===== config.mk =====
export PLATFORM = sky130hd
export DESIGN_NAME = prbs_err_window
export DESIGN_NICKNAME = d
export VERILOG_FILES = /design/src/rtl/prbs_err_window.sv
export SDC_FILE = /design/constraint.sdc
export NUM_CORES = 1
export LEC_CHECK = 0
export CAP_MARGIN = 20
export CORE_AREA = 4 4 41 43
export CTS_CLUSTER_DIAMETER = 80
export CTS_CLUSTER_SIZE = 12
export DETAILED_ROUTE_END_ITERATION = 10
export DIE_AREA = 0 0 45 47
export PLACE_DENSITY = 0.49
export SYNTH_ARGS = -nofsm -noshare
export SYNTH_HDL_FRONTEND = slang
export SYNTH_SLANG_ARGS = --single-unit

===== constraint.sdc =====
create_clock -name clk -period 1.8 [get_ports clk]
set_input_delay 0.18 -clock clk [delete_from_list [all_inputs] [get_ports clk]]
set_output_delay 0.18 -clock clk [all_outputs]
set_load 0.01 [all_outputs]

===== src/rtl/prbs_err_window.sv =====
// -----------------------------------------------------------------------------
// prbs_err_window
// Block-window error density monitor used while the checker is locked.
//   clk, rst      : clock, asynchronous active-high reset
//   valid_i       : one bit checked this cycle
//   mismatch_i    : that bit was wrong
//   clear_i       : hold window position and error count at zero
//   thresh_hit_o  : combinational strobe, this bit is the ERR_THRESH-th error
//                   of the current window
// -----------------------------------------------------------------------------
module prbs_err_window #(
    parameter int ERR_WIN    = 16,
    parameter int ERR_THRESH = 4
) (
    input  logic clk,
    input  logic rst,
    input  logic valid_i,
    input  logic mismatch_i,
    input  logic clear_i,
    output logic thresh_hit_o
);
    localparam int POS_W  = (ERR_WIN > 1) ? $clog2(ERR_WIN) : 1;
    localparam int ERRC_W = $clog2(ERR_THRESH + 1);

    logic [POS_W-1:0]  win_pos_q, win_pos_d;
    logic [ERRC_W-1:0] win_err_q, win_err_d;

    // Threshold is judged on the bit being checked, so a hit wins over a wrap.
    assign thresh_hit_o = ~clear_i & valid_i & mismatch_i &
                          (win_err_q == ERRC_W'(ERR_THRESH - 1));

    // Next window position and per-window error count.
    always_comb begin
        win_pos_d = win_pos_q;
        win_err_d = win_err_q;
        if (clear_i) begin
            win_pos_d = '0;
            win_err_d = '0;
        end else if (valid_i) begin
            if (thresh_hit_o) begin
                win_pos_d = '0;
                win_err_d = '0;
            end else if (win_pos_q == POS_W'(ERR_WIN - 1)) begin
                win_pos_d = '0;
                win_err_d = '0;
            end else begin
                win_pos_d = win_pos_q + POS_W'(1);
                win_err_d = win_err_q + ERRC_W'(mismatch_i);
            end
        end else begin
            win_pos_d = win_pos_q;
            win_err_d = win_err_q;
        end
    end

    // Window state registers.
    always_ff @(posedge clk or posedge rst) begin
        if (rst) begin
            win_pos_q <= '0;
            win_err_q <= '0;
        end else begin
            win_pos_q <= win_pos_d;
            win_err_q <= win_err_d;
        end
    end
endmodule


Word-level counts from Yosys, hierarchy flattened. Cells that the tools add are included.

Word-level logic and storage cells: 19. Input bits: 5. Bits in registers: 7. Output and inout port bits: 1.

Reduce and logical (&&, ||, !) cells: 1. Bitwise logic cells: 4. Equal/unequal tests: 2. Multiplexer cells: 8. Add/subtract/negate cells: 2.

Operators with widths (count): two-way mux 4 bit (4); two-way mux 3 bit (4); adder 4 x 1 -> 4 bit, second input constant (1); == test 4 bit, second input constant (1); adder 3 x 1 -> 3 bit (1); bitwise AND 1 bit (3); == test 3 x 2 -> 1 bit, second input constant (1); nonzero test 2 bit (1); NOT 1 bit (1).

Logic depth before layout (Yosys ltp).
Word-level depth: 7. Depth in mapped cells: 4. Gate-level depth less buffers: 4.

Worst setup path after synthesis. Ideal clock, no wire load.

Path type: flip-flop to flip-flop. From: register win_pos_q[0]. To: register win_pos_q[0]. Clock period less this slack: 1.244 ns. Slack: 0.556 ns. Data required time: 1.675 ns. Cell stages (with the launch flop): 5. Data arrival time: 1.120 ns. Library setup time: 0.125 ns. Cell sequence: dfrtp_1 -> ha_1 -> nand3_4 -> and3_4 -> mux2_2.

Longest elaborated chain between the ends: 5.

RTL lines: start, declared (line 25) `logic [POS_W-1:0] win_pos_q, win_pos_d;`; start signal, assigned (line 62) `win_pos_q <= win_pos_d;`; adder 4 x 1 -> 4 bit / == test 4 bit (equally long branches) (line 47, 43); two-way mux 4 bit (*) (line 43) `end else if (win_pos_q == POS_W'(ERR_WIN - 1)) begin`; two-way mux 4 bit (*) (line 40) `if (thresh_hit_o) begin`; two-way mux 4 bit (*) (line 39) `end else if (valid_i) begin`; two-way mux 4 bit (*) (line 36) `if (clear_i) begin`.

Every way passes the cells marked *; elsewhere a longest branch is shown, timed or not. The select of a mux whose other input is x is not followed. A chain may end at the register's enable or synchronous reset.

Worst setup path in the final report.
From: register win_err_q[2]. To: output port thresh_hit_o.

Longest elaborated chain between the ends: 2.

RTL lines: start, declared (line 26) `logic [ERRC_W-1:0] win_err_q, win_err_d;`; start signal, assigned (line 63) `win_err_q <= win_err_d;`; == test 3 x 2 -> 1 bit (line 30) `(win_err_q == ERRC_W'(ERR_THRESH - 1));`; bitwise AND 1 bit (line 29) `assign thresh_hit_o = ~clear_i & valid_i & mismatch_i &`; end, declared (line 20) `output logic thresh_hit_o`.

No other way between the ends.

==> metrics.cfg <==
[worst_setup_path]
worstSetupStartpoint=win_err_q[2]$_DFFE_PP0P_
r2r_cells=4
crit_path_max_fanout=3
crit_required_ns=1.62
cp-end-kind=output pin
arrival_ns=1.19
reg2reg_to=win_pos_q[0]$_DFFE_PP0P_
cp-start-kind=flip-flop
critPathKind=reg2out
rrSetupSlack_ns=0.48
r2r_start=win_pos_q[0]$_DFFE_PP0P_
endpoint=thresh_hit_o

[timing]
tns_ns=0
setup_viol=0
rsz0062_at_grt=no
fin_crit_sh_pct=76.22
hold_viol_final=0
skew_ns=0.006913
slew_headroom_pct=69.17
whs_ns=0.1549
fin_crit_ns=1.372
slew_viol_final=0
timing.fmax_mhz=728.9
worst_pin_slew_ns=0.4607

[synthesis]
syn_area_per_cell_um2=11.89
yosysSeqAreaShare_pct=40.94
ys_ff_latch=7
syn_inst=36
netlist_area_um2=427.9
synth_warnings=0
synth_cell_types=23
synth_nets=44

[die]
dieArea_um2=2115
rows=13
die_x_um=45
initial_core_util_pct=32.88
fp.dieH_um=47
ios=6
fp.coreArea_um2=1301

[clocking]
path_clk_slew_ns=0.05
hold_buffers=0
cts_made_buffers=3
root_buffer=clkbuf_4
tritoncts=done
clk-insertion-delay-late_ns=0.26
cts_sinks=7
cts_max_level=1
clockBufferDepth=2

[final_layout]
syn2layout_area_growth_pct=25.44
drive_gt1_share_pct=27.66
fillers=135
layout_commonest_cell=dfrtp_1
layout.cells.non_filler=62
nets=56
most-common-layout-cells=dfrtp_1 (7), clkdlybuf4s50_1 (4)
num_antenna_cells=0

[detailed_routing]
avgRoutedWirePerCell_um=13.32
drtIter0Drc=7
drt_pass1_iterations=3
final_antenna_net_count=0
drc=0
via_count=340
vias_per_cell=5.484
finalWirelength_um=826

[global_route]
grt_util_met1_pct=10.00
grt.total_usage_pct=9.713
grt_pass1_wl_um=1331
met3_usage_pct=6.897
grt_overflow=0
grt_pass1_vias=296
grt_start_max_net_pins=9
grt_busiest_layer=met2
gr-usage-met2_pct=14.69
antenna_found_initial=0

[power]
powerDensity_nw_per_um2=665.1
ir_worst_vdd_mv=0.4263
p_leak_nw=0.2908

[run_status]
status=finished, final reports clean

[place]
place_congestion=0.6654
io_buffers=5
placedCellCount=57
dp_hpwl_um=633.4

[job]
drv_cap=0

[worst_hold_path]
hold_class=in2async

## stage by stage
stage	util (%)	cell area (um^2)	power (mW)	setup WS, ns
6_report	41.25	536.8	0.3570	0.4280
5_1_grt	41.25	536.8	0.3845	0.3574
4_1_cts	40.48	526.8	0.3647	0.01252
3_5_place_dp	38.46	500.5	0.2155	0.06151
3_3_place_gp	38.46	500.5	0.2134	0.07783
2_1_floorplan	-	427.9	0.1991	0.5555
## worst min-delay path by stage
stage	from	end	slack [ns]	cells past startpoint
3_5_place_dp	rst	win_err_q[0]$_DFFE_PP0P_	0.43	2
6_report	rst	win_err_q[0]$_DFFE_PP0P_	0.15	2
2_1_floorplan	rst	win_err_q[0]$_DFFE_PP0P_	-0.02	1
3_3_place_gp	rst	win_err_q[0]$_DFFE_PP0P_	0.43	2
4_1_cts	rst	win_err_q[0]$_DFFE_PP0P_	0.16	2
5_1_grt	rst	win_err_q[0]$_DFFE_PP0P_	0.16	2
## cell type report
type,instances,area [um^2],area share (%)
repair buffers,8,75.07,13.99
well taps,15,18.77,3.497
inverters,3,11.26,2.098
clock buffers,4,26.28,4.895
flip-flops and latches,7,175.2,32.63
multi-input cells,25,230.2,42.89
## Yosys cell counts
master     instances  area (um^2)
dfrtp_1            7        175.2
ha_1               3        37.54
inv_1              3        11.26
a22o_2             2        20.02
nand2_1            2        7.510
nand4_1            2        12.51
a21oi_1            1        5.000
a31oi_1            1        6.260
a32o_1             1        10.01
a32oi_1            1        8.760
and2b_2            1        8.760
and3_4             1        11.26
and4b_1            1        10.01
buf_6              1        11.26
mux2_2             1        11.26
nand3_4            1        17.52
nand4b_1           1        8.760
nand4b_4           1        23.77
nor2_1             1        3.750
nor2b_1            1        6.260
o2111ai_1          1        8.760
o211ai_1           1        7.510
o21ai_1            1        5.000
## cells by family (layout without fill, tap and decap cells)
| family | Yosys count | count (layout) | synth area share [%] |
|---|---|---|---|
| AND/OR/NAND/NOR | 12 | 12 | 25.73 |
| AO/OA/AOI/OAI | 9 | 9 | 16.67 |
| flip-flops | 7 | 7 | 40.94 |
| buffers and inverters | 4 | 15 | 5.263 |
| adder cells (fa/ha/maj) | 3 | 3 | 8.773 |
| multiplexers | 1 | 1 | 2.631 |
## report_power, final
part	internal, mW	switching, mW
clock	0.0847	0.0596
combinational	0.0223	0.0181
sequential	0.164	0.00809
## metal layers
metal | wire length [um] | up-vias
met5 | 0 | -
met2 | 430 | 7
met4 | 8 | 0
li1 | - | 161
met1 | 339 | 170
met3 | 49 | 2
## sequential cells by signal, indices dropped and copies added (netlist names)
signal,cells
win_pos_q,4
win_err_q,3
## timing repair
item	in CTS	in global routing
hold endpoints to repair	0	0
gates resized for setup	0	1
buffers inserted	0	1
endpoints found under the setup margin	0	1
## worst max-delay path: stages (launching register included)
cell and delay (ns):
dfrtp_1 0.40, nand4b_4 0.18, and2b_2 0.21, dlymetal6s2s_1 0.15
(Power assumes the default switching activity.)
